### src/rtl/cmac_int8_accu.sv
// ---------------------------------------------------------------------------
// cmac_int8_accu
//
// Purpose:
//   Takes beats of eight signed 16-bit products from the int8 multiplier
//   array. It reduces each beat through a two-stage registered adder tree.
//   It then accumulates the beat sums over a group of beats, where in_last
//   marks the final beat of the group. Each group yields one saturated
//   signed result, a sticky saturation flag and a saturating beat count.
//   The result is delivered over a valid/ready handshake.
//
// Ports:
//   nvdla_core_clk  in   clock, rising edge
//   nvdla_core_rst  in   synchronous active-high reset
//   in_valid        in   beat valid
//   in_ready        out  beat accepted when in_valid & in_ready
//   in_prod[127:0]  in   8 lanes of signed 16-bit products, lane i at [16i+:16]
//   in_mask[7:0]    in   per-lane enable; a disabled lane contributes zero
//   in_last         in   final beat of the group
//   out_valid       out  result valid
//   out_ready       in   result consumed when out_valid & out_ready
//   out_sum         out  saturated signed group sum, ACC_W bits
//   out_sat         out  saturation happened somewhere in the group
//   out_beats       out  beats in the group, saturating at all-ones
// ---------------------------------------------------------------------------
module cmac_int8_accu #(
  parameter int ACC_W = 32,
  parameter int CNT_W = 8
) (
  input  logic               nvdla_core_clk,
  input  logic               nvdla_core_rst,
  input  logic               in_valid,
  output logic               in_ready,
  input  logic [127:0]       in_prod,
  input  logic [7:0]         in_mask,
  input  logic               in_last,
  output logic               out_valid,
  input  logic               out_ready,
  output logic [ACC_W-1:0]   out_sum,
  output logic               out_sat,
  output logic [CNT_W-1:0]   out_beats
);

  // One extra bit holds any base + beat sum without wrapping, because the
  // beat sum (19 bits) is never wider than the accumulator (ACC_W >= 20).
  localparam int TW = ACC_W + 1;

  localparam logic signed [TW-1:0] ACC_MAX = {2'b00, {(ACC_W-1){1'b1}}};
  localparam logic signed [TW-1:0] ACC_MIN = {2'b11, {(ACC_W-1){1'b0}}};
  localparam logic [CNT_W-1:0]     CNT_MAX = {CNT_W{1'b1}};

  // Pipeline and accumulator state
  logic                     s1_valid;
  logic                     s1_last;
  logic signed [16:0]       s1_sum [4];
  logic                     s2_valid;
  logic                     s2_last;
  logic signed [18:0]       s2_sum;
  logic signed [ACC_W-1:0]  acc;
  logic                     acc_sat;
  logic [CNT_W-1:0]         acc_cnt;
  logic                     group_start;

  // Combinational helpers
  logic                     stall;
  logic                     accept;
  logic signed [15:0]       lane [8];
  logic signed [16:0]       pair_sum [4];
  logic signed [18:0]       tree_sum;
  logic signed [ACC_W-1:0]  acc_base;
  logic signed [TW-1:0]     acc_t;
  logic signed [ACC_W-1:0]  acc_clamped;
  logic                     ovf;
  logic                     sat_next;
  logic [CNT_W-1:0]         cnt_next;

  // A result that is waiting for a consumer freezes the whole datapath.
  // Reset also closes the input, so nothing is taken while it is held.
  always_comb begin
    stall    = out_valid & ~out_ready;
    in_ready = ~stall & ~nvdla_core_rst;
    accept   = in_valid & in_ready;
  end

  // Lane masking and the first level of the tree: pairwise sums,
  // each sign-extended by one bit so that the sum cannot wrap.
  always_comb begin
    for (int i = 0; i < 8; i++) begin
      lane[i] = in_mask[i] ? $signed(in_prod[16*i +: 16]) : 16'sd0;
    end
    for (int j = 0; j < 4; j++) begin
      pair_sum[j] = {lane[2*j][15], lane[2*j]} + {lane[2*j+1][15], lane[2*j+1]};
    end
  end

  // Second level of the tree. Four 17-bit values need at most 19 bits.
  always_comb begin
    tree_sum = {{2{s1_sum[0][16]}}, s1_sum[0]} + {{2{s1_sum[1][16]}}, s1_sum[1]}
             + {{2{s1_sum[2][16]}}, s1_sum[2]} + {{2{s1_sum[3][16]}}, s1_sum[3]};
  end

  // Accumulate step. A group's first beat starts from zero, not from acc.
  // Sat and the count are also rebased at that point, so the group-start
  // flag alone separates groups.
  always_comb begin
    acc_base    = group_start ? '0 : acc;
    acc_t       = {acc_base[ACC_W-1], acc_base} + {{(TW-19){s2_sum[18]}}, s2_sum};
    ovf         = 1'b0;
    acc_clamped = acc_t[ACC_W-1:0];
    if (acc_t > ACC_MAX) begin
      acc_clamped = ACC_MAX[ACC_W-1:0];
      ovf         = 1'b1;
    end else if (acc_t < ACC_MIN) begin
      acc_clamped = ACC_MIN[ACC_W-1:0];
      ovf         = 1'b1;
    end
    sat_next = (group_start ? 1'b0 : acc_sat) | ovf;
    if (group_start) begin
      cnt_next = {{(CNT_W-1){1'b0}}, 1'b1};
    end else if (acc_cnt == CNT_MAX) begin
      cnt_next = CNT_MAX;
    end else begin
      cnt_next = acc_cnt + 1'b1;
    end
  end

  // All state. Everything holds during a stall. Otherwise the valids
  // advance one stage per cycle. The output register either reloads with
  // a new result or drops valid. With no stall, any held result is being
  // consumed in this same cycle.
  always_ff @(posedge nvdla_core_clk) begin
    if (nvdla_core_rst) begin
      s1_valid    <= 1'b0;
      s1_last     <= 1'b0;
      for (int j = 0; j < 4; j++) s1_sum[j] <= '0;
      s2_valid    <= 1'b0;
      s2_last     <= 1'b0;
      s2_sum      <= '0;
      acc         <= '0;
      acc_sat     <= 1'b0;
      acc_cnt     <= '0;
      group_start <= 1'b1;
      out_valid   <= 1'b0;
      out_sum     <= '0;
      out_sat     <= 1'b0;
      out_beats   <= '0;
    end else if (!stall) begin
      s1_valid <= accept;
      if (accept) begin
        s1_last <= in_last;
        for (int j = 0; j < 4; j++) s1_sum[j] <= pair_sum[j];
      end

      s2_valid <= s1_valid;
      if (s1_valid) begin
        s2_last <= s1_last;
        s2_sum  <= tree_sum;
      end

      out_valid <= s2_valid & s2_last;

      if (s2_valid) begin
        if (s2_last) begin
          out_sum     <= acc_clamped;
          out_sat     <= sat_next;
          out_beats   <= cnt_next;
          acc         <= '0;
          acc_sat     <= 1'b0;
          acc_cnt     <= '0;
          group_start <= 1'b1;
        end else begin
          acc         <= acc_clamped;
          acc_sat     <= sat_next;
          acc_cnt     <= cnt_next;
          group_start <= 1'b0;
        end
      end
    end
  end

endmodule
### config.mk
export PLATFORM = sky130hd
export DESIGN_NAME = cmac_int8_accu
export DESIGN_NICKNAME = d
export VERILOG_FILES = /design/src/rtl/cmac_int8_accu.sv
export SDC_FILE = /design/constraint.sdc
export NUM_CORES = 1
export LEC_CHECK = 0
export ABC_AREA = 1
export BUFFER_PORTS_ARGS = -buffer_cell sky130_fd_sc_hd__buf_2
export CAP_MARGIN = 15
export CORE_ASPECT_RATIO = 1.4
export CORE_MARGIN = 2
export CORE_UTILIZATION = 55
export DETAILED_ROUTE_END_ITERATION = 10
export PLACE_DENSITY = 0.74
export SLEW_MARGIN = 20
export SYNTH_ARGS = -nofsm -noshare
export SYNTH_HDL_FRONTEND = slang
export SYNTH_SLANG_ARGS = --single-unit
export TNS_END_PERCENT = 100
### constraint.sdc
create_clock -name nvdla_core_clk -period 10.4 [get_ports nvdla_core_clk]
set_input_delay 1.04 -clock nvdla_core_clk [delete_from_list [all_inputs] [get_ports nvdla_core_clk]]
set_output_delay 1.04 -clock nvdla_core_clk [all_outputs]
set_load 0.005 [all_outputs]
# Yosys cells after proc, flatten, opt, wreduce, memory -nomap -nowiden

Memory sizes are Yosys's and may differ from the RTL's.
Cells that the tools add are included.

Bitwise logic cells: 12
Multiplexer cells: 30
Shift-type cells: 0
Multiply operators: 0
Div/mod/pow operators: 0
Eq/ne operators: 1
$add $sub $neg: 9
Order comparisons: 2
Reduce and logical (&&, ||, !) cells: 4

Operators with widths:

| kind                                                            | count |
|---|---|
| 2-to-1 mux 16 bit                                               | 8 |
| 2-to-1 mux 32 bit                                               | 4 |
| adder 16 x 16 -> 17 bit                                         | 4 |
| 2-to-1 mux 17 bit                                               | 4 |
| adder 32 x 19 -> 33 bit                                         | 1 |
| greater-than comparator 33 x 32 -> 1 bit, second input constant | 1 |
| less-than comparator 33 x 32 -> 1 bit, second input constant    | 1 |
| 2-to-1 mux 8 bit                                                | 3 |
| adder 18 x 17 -> 19 bit                                         | 1 |
| adder 19 bit                                                    | 1 |
| adder 17 x 17 -> 18 bit                                         | 1 |
| 2-to-1 mux 1 bit                                                | 11 |
| adder 8 x 1 -> 8 bit, second input constant                     | 1 |
| equality test 8 bit, second input constant                      | 1 |
| AND reduction 2 bit                                             | 3 |
| OR 1 bit                                                        | 5 |
| AND 1 bit                                                       | 4 |
| NOT 1 bit                                                       | 3 |
| AND reduction 3 bit                                             | 1 |

Memory bits (writable): 68
Memories: 1
Bits in read-only memories: 0
Latch bits: 0
Register bits: 107

Memory list:

| memory | words | bits a word | rd ports | clocked after memory_dff | wr ports | line | text |
|---|---|---|---|---|---|---|---|
| s1_sum | 4     | 17          | 4        | 0                        | 4        | 55   | `logic signed [16:0] s1_sum [4];` |

# Longest topological paths before layout

Gate-level depths: netlist of the first run.

Depth after elaboration: 10
Mapped depth: 23
Depth with buffers taken out: 21

# Worst setup path after synthesis of the first run

Ideal clock, no wire load.

Path kind: input -> register
Start: input port out_ready
End: memory s1_sum[0][0] (enable)
Stages on the path: 5
Data required time: 9686 ps
Setup slack: 6711 ps
Buffers on the path: 1
Library setup time: 714 ps
Arrival: 2975 ps
Cell sequence: nor2_1 nor2_1 nand2_1 clkbuf_1 nand2_1

RTL lines:

| element     | line | text |
|---|---|---|
| from (decl) | 38   | `input logic out_ready,` |
| to (decl)   | 55   |  |

==> flow_summary.yaml, run 1 <==
status:
  status: "finished with violations"
  failed_checks: "DRC"
logic_synthesis:
  synth_top_area_frac: 0.184
  synthesis.area_um2: 14300
  synth.avg_cell_area_um2: 6.69
  synthesis.nets: 2439
  ys_types: 45
  ys_ff_latch: 175
  yosysTopAreaCell: "nand2_1"
  ys.flop_type: "dfxtp_1"
  yosysWarnings: 0
  synthArstFlopShare: 0
  synth_area_leaders: "nand2_1, dfxtp_1, edfxtp_1, ha_1, inv_1"
  yosysMostFrequentCell: "nand2_1"
  ys_seq_area_frac: 0.292
  synthCells: 2143
  synth_enable_flop_cells: 68
  synthTopCellsByCount: "nand2_1, inv_1, a21oi_1, nor2_1, ha_1"
clock_network:
  clk_latency_ns: 0.44
  cts_tree: "done"
  cts_resized: 0
  clock-root-buffer: "clkbuf_16"
  cts_setup_buffers: 0
  htreeDepth: 4
  hold_buffers: 0
  clkSlewWorstSetupHoldPaths_ns: 0.07
  numCtsBuffers: 17
  clk_path_buf_depth: 2
  cts_sinks: 175
pwr:
  p_per_area_nw_per_um2: 129
  peakVddDrop_mv: 0.0768
  p_sw_frac: 0.343
  pwr-share-comb: 0.308
  p_clk_frac: 0.312
  power_switching_mw: 0.711
  p_leak_nw: 9.06
  power.total_mw: 2.07
  p_seq_frac: 0.380
  p_int_mw: 1.36
sta:
  timing.final.crit_share: 0.356
  relSlewSlack: 0.322
  clock_skew_ns: 0.0101
  rsz0062_at_grt: "false"
  whs_ns: 0.447
  min_period_ns: 3.70
  setup_violations: 0
  tightest_slew_ns: 1.02
  fmax_mhz: 270
  maxSlewViolCount: 0
  fin_setup_tns_ns: 0
  final-hold-violation-count: 0
global_route:
  grtUsageTotal: 0.259
  grt_pass1_vias: 12900
  grt_antenna_before_repair: 0
  grt_max_degree: 69
  grt-ovfl-total: 0
  grt_first_pass_wirelength_mm: 58.4
layout:
  num-fill-cells: 2417
  final_nets: 2590
  antenna_cells: 0
  design_area_um2: 16100
  drive_gt1_frac: 0.105
  areaGrowthSynthToFinish_pct: 12.0
  final_cells: 2626
critical_path:
  cp-startpoint: "s1_sum[3][1]$_SDFFCE_PN0P_"
  crit_type: "register to register"
  required_ns: 10.79
  endpoint_kind: "register"
  r2r_setup_slack_ns: 6.70
  startpoint_type: "register"
  slowest_stage: "fa_1"
  cp_max_fo: 5
  crit_end: "s2_sum[11]$_SDFFE_PP0P_"
  slowest_delay_ns: 0.52
  r2r_start: "s1_sum[3][1]$_SDFFCE_PN0P_"
  path_cells: "fa_1, fa_1, ha_1, inv_1, fa_1, nand3b_1, nand2_1, a21boi_0, o21ai_0, a21oi_1, or2_2, nand3_1, o211ai_1, inv_1"
  timing.rr.end: "s2_sum[11]$_SDFFE_PP0P_"
  crit_arrival_ns: 4.09
  reg2regPathDepth: 14
  cp_common_cell: "fa_1"
run:
  max_cap_viol_count: 0
placed_design:
  hpwl_mm: 28.5
  place_inst: 2594
  place.port_buffers: 183
  finalWeightedCongestion: 0.928
  place_area_um2: 15500
detailed_routing:
  dr.pass1.iters: 8
  vias: 13600
  drt-vias-per-instance: 5.19
  final_antenna_net_count: 0
  drt-total-wl_mm: 35.4
  wire_per_inst_um: 13.5
  route.detailed.drc: 1
  drtIter0Drc: 777
floorplanning:
  start_util: 0.561
  fp.dieW_um: 140
  dieHeight_um: 195
  die_area_um2: 27400
  io_pins: 184
  rows: 69
  core_area_um2: 25600
hold_path:
  worstHoldStart: "out_sum[23]$_SDFFE_PP0P_"
  hold_path_class: "register to register"
[state kept, by name, indices dropped and copies added (netlist names), 8 cells and up]
signal	flops
s1_sum	68
acc_cnt	8
acc	32
out_beats	8
s2_sum	19
out_sum	32
[how the worst min path moves through the flow]
stage,slack [ns],depth (start not counted),end
final,0.45,2,out_sum[23]$_SDFFE_PP0P_
after global routing,0.46,2,out_sum[13]$_SDFFE_PP0P_
after CTS,0.45,2,out_sum[23]$_SDFFE_PP0P_
after detailed placement,0.44,2,out_sum[13]$_SDFFE_PP0P_
after global placement,0.43,2,out_sum[16]$_SDFFE_PP0P_
after floorplan,0.44,2,s1_last$_SDFFE_PP0P_
[kinds of logic (layout without fill, tap and decap cells)]
group | after synthesis | count (layout) | share of synthesized area
AND/OR/NAND/NOR | 984 | 984 | 0.274
buffers and inverters | 431 | 595 | 0.116
AO/OA/AOI/OAI | 368 | 368 | 0.144
flip-flops | 175 | 175 | 0.292
adder cells (fa/ha/maj) | 155 | 155 | 0.156
XOR/XNOR | 30 | 30 | 0.0183
[critical path, delay by kind of cell (launching register included)]
family	cells	cell delay, ns
AO/OA/AOI/OAI	4	0.74
flip-flops	1	0.41
buffers and inverters	2	0.16
adder cells (fa/ha/maj)	4	1.68
AND/OR/NAND/NOR	4	0.68
[layout by cell type (no fill, tap or decap), types with 10 or more instances in the layout]
| cell | count |
|---|---|
| o21ai_0 | 85 |
| edfxtp_1 | 68 |
| nor2_1 | 142 |
| xor2_1 | 24 |
| clkbuf_16 | 18 |
| dfxtp_1 | 107 |
| a31oi_1 | 10 |
| o21bai_1 | 11 |
| nand2_1 | 703 |
| fa_1 | 40 |
| o21a_1 | 21 |
| a21oi_1 | 196 |
| nor3_1 | 21 |
| ha_1 | 115 |
| nand3_1 | 77 |
| nand4_1 | 11 |
| buf_2 | 183 |
| inv_1 | 369 |
[final cells by class]
cell class / count / area (µm²) / area share
Clock buffer: 21 / 482 / 0.0300
Clock inverter: 11 / 115 / 0.00717
Inverter: 372 / 1400 / 0.0869
Multi-Input combinational cell: 1537 / 8510 / 0.530
Sequential cell: 175 / 4180 / 0.260
Tap cell: 319 / 399 / 0.0248
Timing Repair Buffer: 191 / 976 / 0.0608
[per-stage QoR]
step / util / setup slack, ns
floorplan: - / 6.71
global placement: 0.605 / 6.78
detailed placement: 0.605 / 6.67
CTS: 0.629 / 6.72
global route: 0.629 / 6.42
finish: 0.629 / 6.70
[per-layer routing]
layer / share of wire / GRT usage / vias up
met3: 0.028 / 0.0280 / 77
met2: 0.52 / 0.494 / 284
met5: 0 / 0 / -
met1: 0.41 / 0.288 / 6158
li1: - / - / 7105
met4: 0.039 / 0.116 / 0
[power by group through the flow]
| stage | clock network (mW) | logic, mW | registers, mW |
|---|---|---|---|
| after floorplan | 0 | 0.486 | 0.790 |
| after CTS | 0.656 | 0.636 | 0.788 |
| final | 0.646 | 0.639 | 0.787 |
| after global placement | 0 | 0.619 | 0.802 |
| after detailed placement | 0 | 0.628 | 0.803 |
| after global routing | 0.683 | 0.729 | 0.791 |
Power figures use the tool's default switching activity.
==> run 2, diff against run 1 <==
--- a/config.mk
+++ b/config.mk
@@ -10,9 +10,9 @@
 export CAP_MARGIN = 15
 export CORE_ASPECT_RATIO = 1.4
 export CORE_MARGIN = 2
-export CORE_UTILIZATION = 55
+export CORE_UTILIZATION = 54
 export DETAILED_ROUTE_END_ITERATION = 10
-export PLACE_DENSITY = 0.74
+export PLACE_DENSITY = 0.76
 export SLEW_MARGIN = 20
 export SYNTH_ARGS = -nofsm -noshare
 export SYNTH_HDL_FRONTEND = slang
==> constraint.sdc (replaced) <==
create_clock -name nvdla_core_clk -period 3.25 [get_ports nvdla_core_clk]
set_input_delay 0.325 -clock nvdla_core_clk [delete_from_list [all_inputs] [get_ports nvdla_core_clk]]
set_output_delay 0.325 -clock nvdla_core_clk [all_outputs]
set_load 0.005 [all_outputs]
==> flow_summary.yaml, run 2 (synthesis gave the netlist of run 1 again) <==
hold_path:
  hold_path_class: "primary input to register"
  holdPathStages: 3
  whs_endpoint: "s1_last$_SDFFE_PP0P_"
  worstHoldStart: "in_last"
layout:
  final_nets: 2624
  fin_util: 0.631
  areaGrowthSynthToFinish_pct: 14.8
  top_register: "s1_sum"
  final_common_cell: "nand2_1"
  design_area_um2: 16500
  antenna_cells: 0
  drive_gt1_frac: 0.123
  seq_area_um2: 4180
  num-fill-cells: 2506
  reg_top3: "s1_sum x68, acc x32, out_sum x32"
  largest_reg_flops: 68
  most-common-layout-cells: "nand2_1, inv_1, a21oi_1"
  multi_input_area_um2: 8560
clock_network:
  hold_buffers: 0
  cts_sinks: 175
  clk_latency_ns: 0.45
  clk_path_buf_depth: 2
  clock-root-buffer: "clkbuf_16"
  cts_tree: "done"
  numCtsBuffers: 17
  htreeDepth: 4
  clkSlewWorstSetupHoldPaths_ns: 0.07
pwr:
  p_leak_nw: 9.26
  peakVddDrop_mv: 0.290
  p_per_area_nw_per_um2: 413
detailed_routing:
  drt-vias-per-instance: 5.25
  route.detailed.drc: 0
  final_antenna_net_count: 0
  drtIter0Drc: 627
  vias: 14000
  drt-total-wl_mm: 37.9
  dr.pass1.iters: 5
  wire_per_inst_um: 14.2
sta:
  final-hold-violation-count: 0
  setup_violations: 0
  tightest_slew_ns: 0.648
  fmax_mhz: 315
  setup_ws_ns: 0.0769
  maxSlewViolCount: 0
  clock_skew_ns: 0.0125
  timing.final.crit_share: 0.976
  min_period_ns: 3.17
  relSlewSlack: 0.568
  rsz0062_at_grt: "true"
  fin_setup_tns_ns: 0
critical_path:
  endpoint_kind: "register"
  timing.rr.end: "s2_sum[11]$_SDFFE_PP0P_"
  crit_type: "register to register"
  cp_max_fo: 2
  required_ns: 3.64
  r2r_setup_slack_ns: 0.08
  cp-startpoint: "s1_sum[3][1]$_SDFFCE_PN0P_"
  reg2regPathDepth: 14
  crit_arrival_ns: 3.57
  startpoint_type: "register"
  r2r_start: "s1_sum[3][1]$_SDFFCE_PN0P_"
placed_design:
  hpwl_mm: 30.8
  place.port_buffers: 183
  finalWeightedCongestion: 0.950
  place_area_um2: 15800
  pre_cts_ws_ns: -0.0343
global_route:
  grtUsageTotal: 0.274
  grt-ovfl-total: 0
  grt_antenna_before_repair: 0
  grt_first_pass_wirelength_mm: 61.3
  grt_pass1_vias: 13400
  grt_max_degree: 56
floorplanning:
  core_area_um2: 26100
  fp.dieW_um: 142
  dieHeight_um: 197
  rows: 70
  start_util: 0.549
  io_pins: 184
  die_area_um2: 27900
run:
  max_cap_viol_count: 0
status:
  status: "finished, final reports clean"
run 2: how the worst max path moves through the flow:
stage | to | slack (ns) | cells past startpoint
3_3_place_gp | s2_sum[17]$_SDFFE_PP0P_ | 0.03 | 15
3_5_place_dp | s2_sum[17]$_SDFFE_PP0P_ | -0.03 | 15
4_1_cts | s2_sum[17]$_SDFFE_PP0P_ | 0.01 | 15
2_1_floorplan | s2_sum[11]$_SDFFE_PP0P_ | 0.03 | 14
5_1_grt | s2_sum[11]$_SDFFE_PP0P_ | -0.11 | 14
6_report | s2_sum[11]$_SDFFE_PP0P_ | 0.08 | 14
run 2: critical path, cell delays in order, from the launching register on:
cell	delay, ns
edfxtp_1	0.42
fa_1	0.54
fa_1	0.52
ha_2	0.17
inv_1	0.05
fa_2	0.34
nand3b_1	0.19
nand2_2	0.11
a21boi_2	0.08
o21ai_2	0.13
a21oi_1	0.09
or2_2	0.28
nand3_1	0.07
o211ai_1	0.08
inv_1	0.06
run 2: area by class of cell:
| class | instances | area share |
|---|---|---|
| flip-flops and latches | 175 | 0.254 |
| multi-input cells | 1537 | 0.520 |
| clock buffers | 17 | 0.0258 |
| repair buffers | 225 | 0.0809 |
| inverters | 372 | 0.0848 |
| well taps | 324 | 0.0246 |
| clock inverters | 15 | 0.00988 |
run 2: per-layer routing:
metal / up-vias / wire length (µm) / GRT usage
met5: - / 0 / 0
met4: 0 / 1970 / 0.144
met3: 97 / 1020 / 0.0277
met2: 328 / 20800 / 0.541
met1: 6384 / 14200 / 0.279
li1: 7179 / - / -
run 2: timing repair:
item                                    CTS  global route
buffers inserted                          0             1
resized for setup                         2             9
endpoints found under the setup margin    3             6
pin swaps                                 3             2
gates cloned                              0             0
run 2: where the power goes:
group	internal, mW	switching [mW]	total [mW]
Sequential	2.42	0.0918	2.51
Clock	1.09	0.967	2.06
Combinational	0.854	1.37	2.23
run 2: stage by stage:
stage	hold slack [ns]	std cells	power, mW
final	0.0943	2665	6.80
after global routing	0.0922	2665	7.21
after CTS	0.0803	2664	6.77
after detailed placement	0.435	2632	4.71
after global placement	0.434	2632	4.67
after floorplan	0.435	2143	4.09
==> run 3, diff against run 2 <==
--- a/config.mk
+++ b/config.mk
@@ -8,11 +8,15 @@
 export ABC_AREA = 1
 export BUFFER_PORTS_ARGS = -buffer_cell sky130_fd_sc_hd__buf_2
 export CAP_MARGIN = 15
+export CELL_PAD_IN_SITES_DETAIL_PLACEMENT = 1
+export CELL_PAD_IN_SITES_GLOBAL_PLACEMENT = 1
 export CORE_ASPECT_RATIO = 1.4
 export CORE_MARGIN = 2
-export CORE_UTILIZATION = 54
+export CORE_UTILIZATION = 38
 export DETAILED_ROUTE_END_ITERATION = 10
-export PLACE_DENSITY = 0.76
+export GPL_ROUTABILITY_DRIVEN = 0
+export PLACE_DENSITY = 0.75
+export SETUP_SLACK_MARGIN = 0.4
 export SLEW_MARGIN = 20
 export SYNTH_ARGS = -nofsm -noshare
 export SYNTH_HDL_FRONTEND = slang
==> flow_summary.yaml, run 3 (synthesis gave the netlist of run 1 again) <==
layout:
  multi_input_area_um2: 9470
  final_nets: 2668
  seq_area_um2: 4190
  drive_gt1_frac: 0.212
  top_register: "s1_sum"
  most-common-layout-cells: "nand2_1, inv_1, buf_2"
  final_common_cell: "nand2_1"
  areaGrowthSynthToFinish_pct: 25.7
  largest_reg_flops: 68
  reg_top3: "s1_sum x68, acc x32, out_sum x32"
  antenna_cells: 0
  num-fill-cells: 4827
sta:
  rsz0062_at_grt: "true"
  clock_skew_ns: 0.0138
  maxSlewViolCount: 0
  tightest_slew_ns: 0.706
  whs_ns: 0.100
  setup_ws_ns: -0.0101
  fin_setup_tns_ns: -0.0101
  final-hold-violation-count: 0
  min_period_ns: 3.26
  timing.final.crit_share: 1.00
  relSlewSlack: 0.529
  setup_violations: 1
  fmax_mhz: 307
critical_path:
  cp_max_fo: 3
  crit_arrival_ns: 3.67
  cp-startpoint: "s1_sum[1][1]$_SDFFCE_PN0P_"
  slowest_delay_ns: 0.51
  crit_type: "register to register"
  r2r_start: "s1_sum[1][1]$_SDFFCE_PN0P_"
  cp_common_cell: "fa_1"
  required_ns: 3.66
  endpoint_kind: "register"
  path_cells: "fa_1, fa_1, ha_2, inv_2, fa_2, nand3b_1, nand2_2, a21boi_2, o21ai_2, a21oi_2, or2_4, nand3_2, o211ai_1, inv_1"
  startpoint_type: "register"
  slowest_stage: "fa_1"
global_route:
  grt_max_degree: 51
  grt-ovfl-total: 0
  grt_first_pass_wirelength_mm: 74.8
  grtUsageTotal: 0.237
  grt_pass1_vias: 15300
  grt_antenna_before_repair: 0
clock_network:
  htreeDepth: 4
  clkSlewWorstSetupHoldPaths_ns: 0.08
  clk_latency_ns: 0.47
  cts_sinks: 175
  cts_tree: "done"
  numCtsBuffers: 17
  clock-root-buffer: "clkbuf_16"
  clk_path_buf_depth: 2
floorplanning:
  die_area_um2: 39300
  rows: 84
  dieHeight_um: 234
  core_area_um2: 37400
  start_util: 0.383
  io_pins: 184
  fp.dieW_um: 168
run:
  max_cap_viol_count: 0
placed_design:
  hpwl_mm: 36.1
  place.port_buffers: 183
pwr:
  p_sw_frac: 0.384
  pwr-share-comb: 0.408
  p_seq_frac: 0.323
  power.total_mw: 7.79
  peakVddDrop_mv: 0.422
  p_leak_nw: 9.69
  p_int_mw: 4.80
  power_switching_mw: 3.00
  p_clk_frac: 0.268
  p_per_area_nw_per_um2: 432
hold_path:
  hold_path_class: "primary input to register"
  worstHoldStart: "in_last"
detailed_routing:
  drt-vias-per-instance: 5.15
  final_antenna_net_count: 0
  dr.pass1.iters: 5
  route.detailed.drc: 0
  vias: 14700
  drt-total-wl_mm: 48.9
  wire_per_inst_um: 17.1
  drtIter0Drc: 512
status:
  failed_checks: "setup timing"
  status: "finished with violations"
[run 3: cell types whose count changed in the layout (fill, tap and decap cells not counted), moves of 10 or more]
cell     before  now
ha_1        114   86
nor2_1      142  126
nand2_1     702  626
a21oi_1     196  174
nand2_4       0   11
buf_4        34   67
nand2_2       5   69
ha_4          0   25
nor2_2        5   17
a21oi_2       3   20
o21ai_0      84   74
[run 3: final cells by class]
class / instances / share of cell area
clock buffers: 17 / 0.0236
clock inverters: 15 / 0.00909
inverters: 372 / 0.0775
multi-input cells: 1537 / 0.526
flip-flops and latches: 175 / 0.232
well taps: 473 / 0.0328
repair buffers: 269 / 0.0990
[run 3: power by group through the flow]
stage / logic (mW) / clock network (mW) / registers [mW]
4_1_cts: 2.65 / 2.14 / 2.51
2_1_floorplan: 1.58 / 0 / 2.53
3_5_place_dp: 2.21 / 0 / 2.56
6_report: 3.18 / 2.09 / 2.52
3_3_place_gp: 2.13 / 0 / 2.56
5_1_grt: 3.47 / 2.21 / 2.53
[run 3: metrics by stage]
stage               instances  setup WS [ns]  utilization  area (µm²)
global route             2858         -0.108        0.482       18000
global placement         2769          0.141        0.424       15900
finish                   2858        -0.0101        0.482       18000
floorplan                2143          0.229            -       14400
CTS                      2813          0.169        0.451       16900
detailed placement       2769        -0.0315        0.424       15900
[run 3: worst max-delay path: cells and delay by family (launching register included)]
kind | cells | cell delay (ns)
DFF | 1 | 0.41
buffers and inverters | 2 | 0.12
AOI/OAI and AO/OA | 4 | 0.51
and+or+nand+nor | 4 | 0.63
adders and majority gates | 4 | 1.54
[run 3: final timing paths]
path / to / slack [ns] / cells past startpoint
setup / recovery: s2_sum[11]$_SDFFE_PP0P_ / -0.01 / 14
hold / removal: s1_last$_SDFFE_PP0P_ / 0.1 / 3
setup reg to reg: s2_sum[11]$_SDFFE_PP0P_ / -0.01 / 14
hold reg to reg: out_sum[20]$_SDFFE_PP0P_ / 0.45 / 2
[run 3: layer usage]
layer  share of wire  track usage  vias to the layer above
met2            0.58        0.501                      241
met4           0.034       0.0886                        0
met1            0.37        0.237                     7118
li1                -            -                     7264
met3           0.021       0.0196                       87
met5               0            0                        -
[run 3: what timing repair did]
| item | CTS | global route |
|---|---|---|
| hold buffers | 0 | 0 |
| pin swaps | 38 | 55 |
| gates resized for setup | 57 | 188 |
| cloned | 1 | 7 |
| endpoints found under the hold margin | 0 | 0 |
| endpoints found under the setup margin | 75 | 81 |
| buffers inserted | 11 | 38 |
